--- src/rtl/btn_scan_sched_pkg.sv ---
// Shared constants for the button scan scheduler: event encoding and default sizing.
package btn_scan_sched_pkg;

    localparam int unsigned DEF_N_BTN      = 4;
    localparam int unsigned DEF_TICK_DIV   = 50000;
    localparam int unsigned DEF_HIST       = 8;
    localparam int unsigned DEF_FIFO_DEPTH = 4;

    // Event word layout is {id, press}; the press bit is the LSB.
    localparam logic EVT_PRESS   = 1'b1;
    localparam logic EVT_RELEASE = 1'b0;

endpackage

--- src/rtl/btn_scan_sched_evt_fifo.sv ---
// Synchronous event FIFO with a registered head word; push+pop are both accepted when full.
module evt_fifo
    import btn_scan_sched_pkg::*;
#(
    parameter int unsigned W     = 3,
    parameter int unsigned DEPTH = DEF_FIFO_DEPTH
) (
    input  logic         clk,
    input  logic         rst_n,
    input  logic         push,
    input  logic [W-1:0] din,
    input  logic         ready,
    output logic         full_c,
    output logic         valid,
    output logic [W-1:0] dout
);

    localparam int unsigned AW = (DEPTH > 1) ? $clog2(DEPTH) : 1;
    localparam int unsigned CW = $clog2(DEPTH + 1);

    logic [W-1:0]  mem [DEPTH];
    logic [AW-1:0] wr_ptr;
    logic [AW-1:0] rd_ptr;
    logic [CW-1:0] count;

    logic          pop_c;
    logic          push_ok_c;
    logic [CW-1:0] count_n;
    logic [W-1:0]  head_n;

    assign full_c = (count == CW'(DEPTH));

    // Next head: the entry behind the popped one, or the incoming word when it lands on an empty slot.
    always_comb begin
        pop_c     = valid && ready;
        push_ok_c = push && (!full_c || pop_c);
        count_n   = count + CW'(push_ok_c) - CW'(pop_c);
        head_n    = dout;
        if (pop_c) begin
            if (count == CW'(1)) begin
                head_n = din;
            end else begin
                head_n = mem[rd_ptr + AW'(1)];
            end
        end else if (count == CW'(0)) begin
            head_n = din;
        end
    end

    always_ff @(posedge clk or negedge rst_n) begin
        if (!rst_n) begin
            for (int i = 0; i < int'(DEPTH); i++) begin
                mem[i] <= '0;
            end
            wr_ptr <= '0;
            rd_ptr <= '0;
            count  <= '0;
            valid  <= 1'b0;
            dout   <= '0;
        end else begin
            if (push_ok_c) begin
                mem[wr_ptr] <= din;
                wr_ptr      <= wr_ptr + AW'(1);
            end
            if (pop_c) begin
                rd_ptr <= rd_ptr + AW'(1);
            end
            count <= count_n;
            valid <= (count_n != CW'(0));
            dout  <= head_n;
        end
    end

endmodule

--- src/rtl/btn_scan_sched.sv ---
// Round-robin debounce engine shared across N_BTN buttons; clean-level changes are queued as events.
module btn_scan_sched
    import btn_scan_sched_pkg::*;
#(
    parameter int unsigned N_BTN      = DEF_N_BTN,
    parameter int unsigned TICK_DIV   = DEF_TICK_DIV,
    parameter int unsigned HIST       = DEF_HIST,
    parameter int unsigned FIFO_DEPTH = DEF_FIFO_DEPTH
) (
    input  logic                     msclk,
    input  logic                     rst_n,
    input  logic [N_BTN-1:0]         btn_raw,
    input  logic                     scan_en,
    output logic [N_BTN-1:0]         clean,
    output logic                     evt_valid,
    input  logic                     evt_ready,
    output logic [$clog2(N_BTN)-1:0] evt_id,
    output logic                     evt_press,
    output logic                     ovf,
    input  logic                     ovf_clr
);

    localparam int unsigned ID_W  = $clog2(N_BTN);
    localparam int unsigned CNT_W = $clog2(TICK_DIV);
    localparam int unsigned EVT_W = ID_W + 1;

    logic [N_BTN-1:0] sync1;
    logic [N_BTN-1:0] sync2;
    logic [CNT_W-1:0] cnt;
    logic [ID_W-1:0]  ptr;
    logic [HIST-1:0]  hist [N_BTN];

    logic             tick_c;
    logic [HIST-1:0]  h_c;
    logic             rise_c;
    logic             fall_c;
    logic             push_c;
    logic [EVT_W-1:0] push_word_c;
    logic             fifo_full_c;
    logic             drop_c;
    logic [EVT_W-1:0] head;

    // Decision for the button under the pointer; only one button is evaluated per tick.
    always_comb begin
        tick_c      = scan_en && (cnt == CNT_W'(TICK_DIV - 1));
        h_c         = {hist[ptr][HIST-2:0], sync2[ptr]};
        rise_c      = tick_c && (&h_c) && !clean[ptr];
        fall_c      = tick_c && !(|h_c) && clean[ptr];
        push_c      = rise_c || fall_c;
        push_word_c = {ptr, rise_c ? EVT_PRESS : EVT_RELEASE};
        drop_c      = push_c && fifo_full_c && !(evt_valid && evt_ready);
    end

    always_ff @(posedge msclk or negedge rst_n) begin
        if (!rst_n) begin
            sync1 <= '0;
            sync2 <= '0;
        end else begin
            sync1 <= btn_raw;
            sync2 <= sync1;
        end
    end

    // Scan-slot counter and round-robin pointer; both hold while scan_en is low.
    always_ff @(posedge msclk or negedge rst_n) begin
        if (!rst_n) begin
            cnt <= '0;
            ptr <= '0;
        end else if (scan_en) begin
            if (tick_c) begin
                cnt <= '0;
                ptr <= (ptr == ID_W'(N_BTN - 1)) ? '0 : ptr + ID_W'(1);
            end else begin
                cnt <= cnt + CNT_W'(1);
            end
        end
    end

    always_ff @(posedge msclk or negedge rst_n) begin
        if (!rst_n) begin
            for (int i = 0; i < int'(N_BTN); i++) begin
                hist[i] <= '0;
            end
            clean <= '0;
        end else if (tick_c) begin
            hist[ptr] <= h_c;
            if (rise_c) begin
                clean[ptr] <= 1'b1;
            end else if (fall_c) begin
                clean[ptr] <= 1'b0;
            end
        end
    end

    // A drop in the same cycle as a clear must leave the flag set.
    always_ff @(posedge msclk or negedge rst_n) begin
        if (!rst_n) begin
            ovf <= 1'b0;
        end else if (drop_c) begin
            ovf <= 1'b1;
        end else if (ovf_clr) begin
            ovf <= 1'b0;
        end
    end

    evt_fifo #(
        .W     (EVT_W),
        .DEPTH (FIFO_DEPTH)
    ) u_evt_fifo (
        .clk    (msclk),
        .rst_n  (rst_n),
        .push   (push_c),
        .din    (push_word_c),
        .ready  (evt_ready),
        .full_c (fifo_full_c),
        .valid  (evt_valid),
        .dout   (head)
    );

    assign evt_id    = head[EVT_W-1:1];
    assign evt_press = head[0];

endmodule
--- config.mk ---
export PLATFORM = sky130hd
export DESIGN_NAME = btn_scan_sched
export DESIGN_NICKNAME = d
export VERILOG_FILES = /design/src/rtl/btn_scan_sched_pkg.sv /design/src/rtl/btn_scan_sched_evt_fifo.sv /design/src/rtl/btn_scan_sched.sv
export SDC_FILE = /design/constraint.sdc
export NUM_CORES = 1
export LEC_CHECK = 0
export BUFFER_PORTS_ARGS = -buffer_cell sky130_fd_sc_hd__buf_2
export CAP_MARGIN = 10
export CORE_MARGIN = 1.5
export CORE_UTILIZATION = 51
export DETAILED_ROUTE_END_ITERATION = 7
export PLACE_DENSITY_LB_ADDON = 0.2
export RECOVER_POWER = 25
export SLEW_MARGIN = 10
export SYNTH_ARGS = -nofsm -noshare
export SYNTH_HDL_FRONTEND = slang
export SYNTH_SLANG_ARGS = --single-unit
--- constraint.sdc ---
create_clock -name msclk -period 4 [get_ports msclk]
set_clock_uncertainty 0.05 [all_clocks]
set_input_delay 0.8 -clock msclk [delete_from_list [all_inputs] [get_ports msclk]]
set_output_delay 0.8 -clock msclk [all_outputs]
set_load 0.01 [all_outputs]
==> results by stage <==
Pwr:
- In this run the static leakage power is approximately 0.0020 uW.
- IR analysis of the VDD net gives a maximum drop of ~0.21 mV.
- The total power after layout is around 1800 uW.
- Power spread over the standard cell area amounts to ~440 mW/mm^2.

CTS:
- The total CTS buffers is 9.
- The setup fix buffers added after clock tree synthesis is 0.
- For this design, the CTS-stage hold fixing added 0 buffers.
- The clock latency on the worst-skew pair is ~0.34 ns.
- The clock tree from TritonCTS is done.
- After clock tree synthesis, the clock-pin slew on the worst setup and hold paths is around 0.09 ns.
- The count of cells resized by post-cts repair is 0.
- No sink is reached through more buffers than the 2 on the longest clock path.
- The H-tree was split into 3 levels.
- The cell at the root of the clock tree is clkbuf_8.
- The clock net sink count is ~80.

Timing:
- Setup total negative slack on the finished layout was measured at 0 ns.
- The actual transition at the worst max-transition pin is 1.96 ns.
- In this run the tightest slew margin relative to its limit is -30.4%.
- The total of endpoints with negative setup slack in the final report is 0.
- Setup repair after global routing left no endpoint under its margin.
- The hold violation total from the final report is 0.
- The share of the clock period used by the worst path after layout is ~87%.
- The count of pins over their slew limit is 83.
- The final critical-path required period is between 3 and 4 ns.
- Timing would allow up to roughly 0.29 GHz.

Setup path:
- Walking the worst path, the cells encountered are mux4_2 > nand4_1 > nor4_4 > o21ai_1 > inv_1 > ha_1 > fa_1 > xnor2_1 > xnor2_1 > or3_1.
- On the critical path, the stage with the largest delay is an instance of dfrtp_1.
- The most frequent cell on the critical path is xnor2_1.
- The critical path is of the flop to flop type.
- For this run, the slowest stage of the critical path takes roughly 0.88 ns.
- The worst setup path is launched from a flop.
- The slack of the worst reg-to-reg path is 0.52 ns.
- The cell family contributing the most delay on the critical path is flip-flops.
- Data arrives at the worst endpoint at roughly 3.7 ns.
- The required arrival time at the worst endpoint is 4.18 ns.
- Of all nets on the critical path, the largest fanout is 18.
- Counting both buffers and inverters, the worst setup path holds a total of 1.
- The critical path endpoint category is a flop.

Cells and area:
- The count of cells in the finished layout, fillers not included, comes to 414.
- The number of diodes is 0.
- The area growth from synthesis to final layout is 10.2%.
- The filler cells instantiated in the layout total 601.
- In the final layout, the share of cells above drive strength 1 is between 20% and 30%.
- The final layout contains approximately 330 nets.
- Once layout is done, the placed cells without fillers occupy between 0.004 and 0.005 sq mm.

Synth:
- Of all flip-flops after synthesis, the portion carrying an async set or reset was between 90% and 100%.
- The number of nets handed over by synthesis was about 310.
- The number of enable-type register cells in the synthesized netlist is 0.
- The number of register bits inferred by synthesis is between 80 and 90.
- The average cell area after synthesis is 13.1 sq um.
- Sequential elements use 54.9% of the synthesized area.
- The number of instances in the synthesized netlist is between 200 and 300.
- The main flop type after synthesis is dfrtp_1.
- The number of warning messages in the yosys log is 0.
- In this run the cell area of the synthesized design comes to 0.00374 sq mm.
- The number of distinct standard cells referenced by the synthesized netlist is 37.

Placed design:
- The cell count after placement is around 400.
- The placer congestion estimate is roughly 0.76.
- The count of buffers added on input and output ports is 17.
- The sum of net half-perimeters after detailed placement is between 4 and 5 mm.
- The placed instances occupy a cell area of between 0.003 and 0.004 sq mm.

Global routing:
- The via count of the first global-routing pass is 2,274.
- After global routing the overflow that remains totals 0.
- The number of antenna violations at the first check in global routing is 0.
- The first global-routing pass estimated 11.3 mm of wire.
- Global routing consumed, over all layers together, 19.4% of the routing resources.
- The largest net degree at the start of global routing is 83.

Drt:
- The number of design-rule violations left by the first detailed-router iteration is around 170.
- The routed via count divided by cell count is approximately 5.5.
- The detailed-route DRC error count is 0.
- The average routed wire per standard cell is roughly 16 microns.
- In this run the remaining antenna-violating nets after routing total 0.
- The sum of routed wire length over all layers is 6.65 mm.
- Before antenna repair, the detailed router went through 4 iterations.
- The overall via count from detail_route is 2,265.

Die:
- Pin placement for this block handled 18 I/O pins.
- The number of rows in the core area is 31.
- The area of the die is just under 0.008 sq mm.
- The horizontal die dimension is slightly below 90 microns.
- The floorplan step set the die height to 88.6 microns.
- The initial utilization of the core area, before any placement, comes to a little over half.
- The region available for standard cell placement spans 0.00718 sq mm.

Outcome:
- The flow ran to the end, but the final reports show violations.
- The final reports fail on max-capacitance violations, max-slew violations.

Hold path:
- The min-delay analysis places its worst path in the category flop to flop.

Run:
- The tool flagged a number of max-cap violations equal to 1.
==> registers in the layout, indices dropped and copies added, names as in the netlist, 3 cells and up, named ones only <==
register	flops
u_evt_fifo.dout	3
hist	28
sync1	4
u_evt_fifo.mem	12
sync2	4
u_evt_fifo.count	3
cnt	16
==> stage by stage <==
stage / util, % / hold slack (ns) / setup slack (ns)
finish: 57.4 / 0.304 / 0.518
CTS: 57.5 / 0.307 / 0.474
global route: 57.4 / 0.318 / 0.283
global placement: 55.0 / 0.283 / 0.547
floorplan: - / 0.281 / 0.605
detailed placement: 55.0 / 0.286 / 0.491
==> synthesized netlist by cell type, types with 2 or more instances <==
master     count  share of area (%)
ha_1          11                3.7
mux2_1         9                2.7
xnor2_1       12                2.8
or4_1          2               0.40
clkbuf_1       6               0.60
nand4_1        6                1.0
nor3_1         2               0.27
nand2_1       23                2.3
o21ai_0        5               0.67
xor2_1         6                1.4
nand3_1        7               0.94
nor4_4         2                1.1
mux2_2        29                8.7
o22ai_1        4               0.67
nor2_1        21                2.1
inv_1         15                1.5
mux4_2        12                7.2
a211oi_1       2               0.40
o211ai_1       5                1.0
o2bb2ai_1      4               0.94
dfrtp_1       82                 55
a32o_1         4                1.1
and3_1         3               0.50
==> worst paths after layout <==
check                      cells after the start          endpoint      from
min reg2reg                                    0          sync2[1]  sync1[1]
max in group asynchronous                      1          hist[16]     rst_n
max reg2reg                                   10  u_evt_fifo.valid    ptr[0]
min                                            0          sync2[1]  sync1[1]
max                                           10  u_evt_fifo.valid    ptr[0]
min in group asynchronous                      1           cnt[10]     rst_n
==> layout make-up <==
cell class / instances / area, sq um / area share (%)
Clock buffer: 9 / 124 / 3.01
Clock inverter: 7 / 55.1 / 1.34
Inverter: 15 / 56.3 / 1.37
Multi-Input combinational cell: 181 / 1600 / 38.7
Sequential cell: 82 / 2050 / 49.8
Tap cell: 99 / 124 / 3.01
Timing Repair Buffer: 21 / 114 / 2.76
==> report_power, final <==
group / total, uW / leakage [uW] / switching (uW) / internal, uW
clock network: 538 / 0.0000858 / 309 / 229
logic: 288 / 0.000812 / 154 / 134
registers: 995 / 0.00108 / 80.8 / 915
==> cells by family after synthesis <==
logic type	after synthesis	share of synthesized area [%]
mux	50	18.7
fa+ha+maj	12	4.22
flops	82	54.9
buf+inv	23	2.44
simple gates	74	10.4
compound gates	27	5.22
xor+xnor	18	4.22
==> metal layers <==
| metal | vias to the layer above | global-route usage (%) | wire (microns) |
|---|---|---|---|
| li1 | 1076 | - | - |
| met2 | 37 | 29.0 | 3110 |
| met5 | - | 0 | 0 |
| met1 | 1140 | 27.9 | 3200 |
| met4 | 0 | 6.68 | 127 |
| met3 | 12 | 4.76 | 216 |
==> layout by cell type, fill, tap and decap left out, drive strengths merged <==
cell type and instances:
o2bb2ai 4, nor4b 1, nand2 23, clkinvlp 2, nand2b 1, and2 1
fa 1, nand4bb 1, nand4 6, nor3 2, inv 16, nor4 3
mux4 12, clkbuf 11, o22ai 4, o211ai 5, a21o 1, and4b 1
a32o 4, or3 1, o21ai 6, xnor2 12, a21oi 1, buf 19
clkinv 4, a211oi 2, dfrtp 82, and3 3, nand4b 1, ha 11
xor2 6, nor2 21, or4 2, nand3 7, mux2 38
No activity file was read; power rests on OpenSTA's default activity.
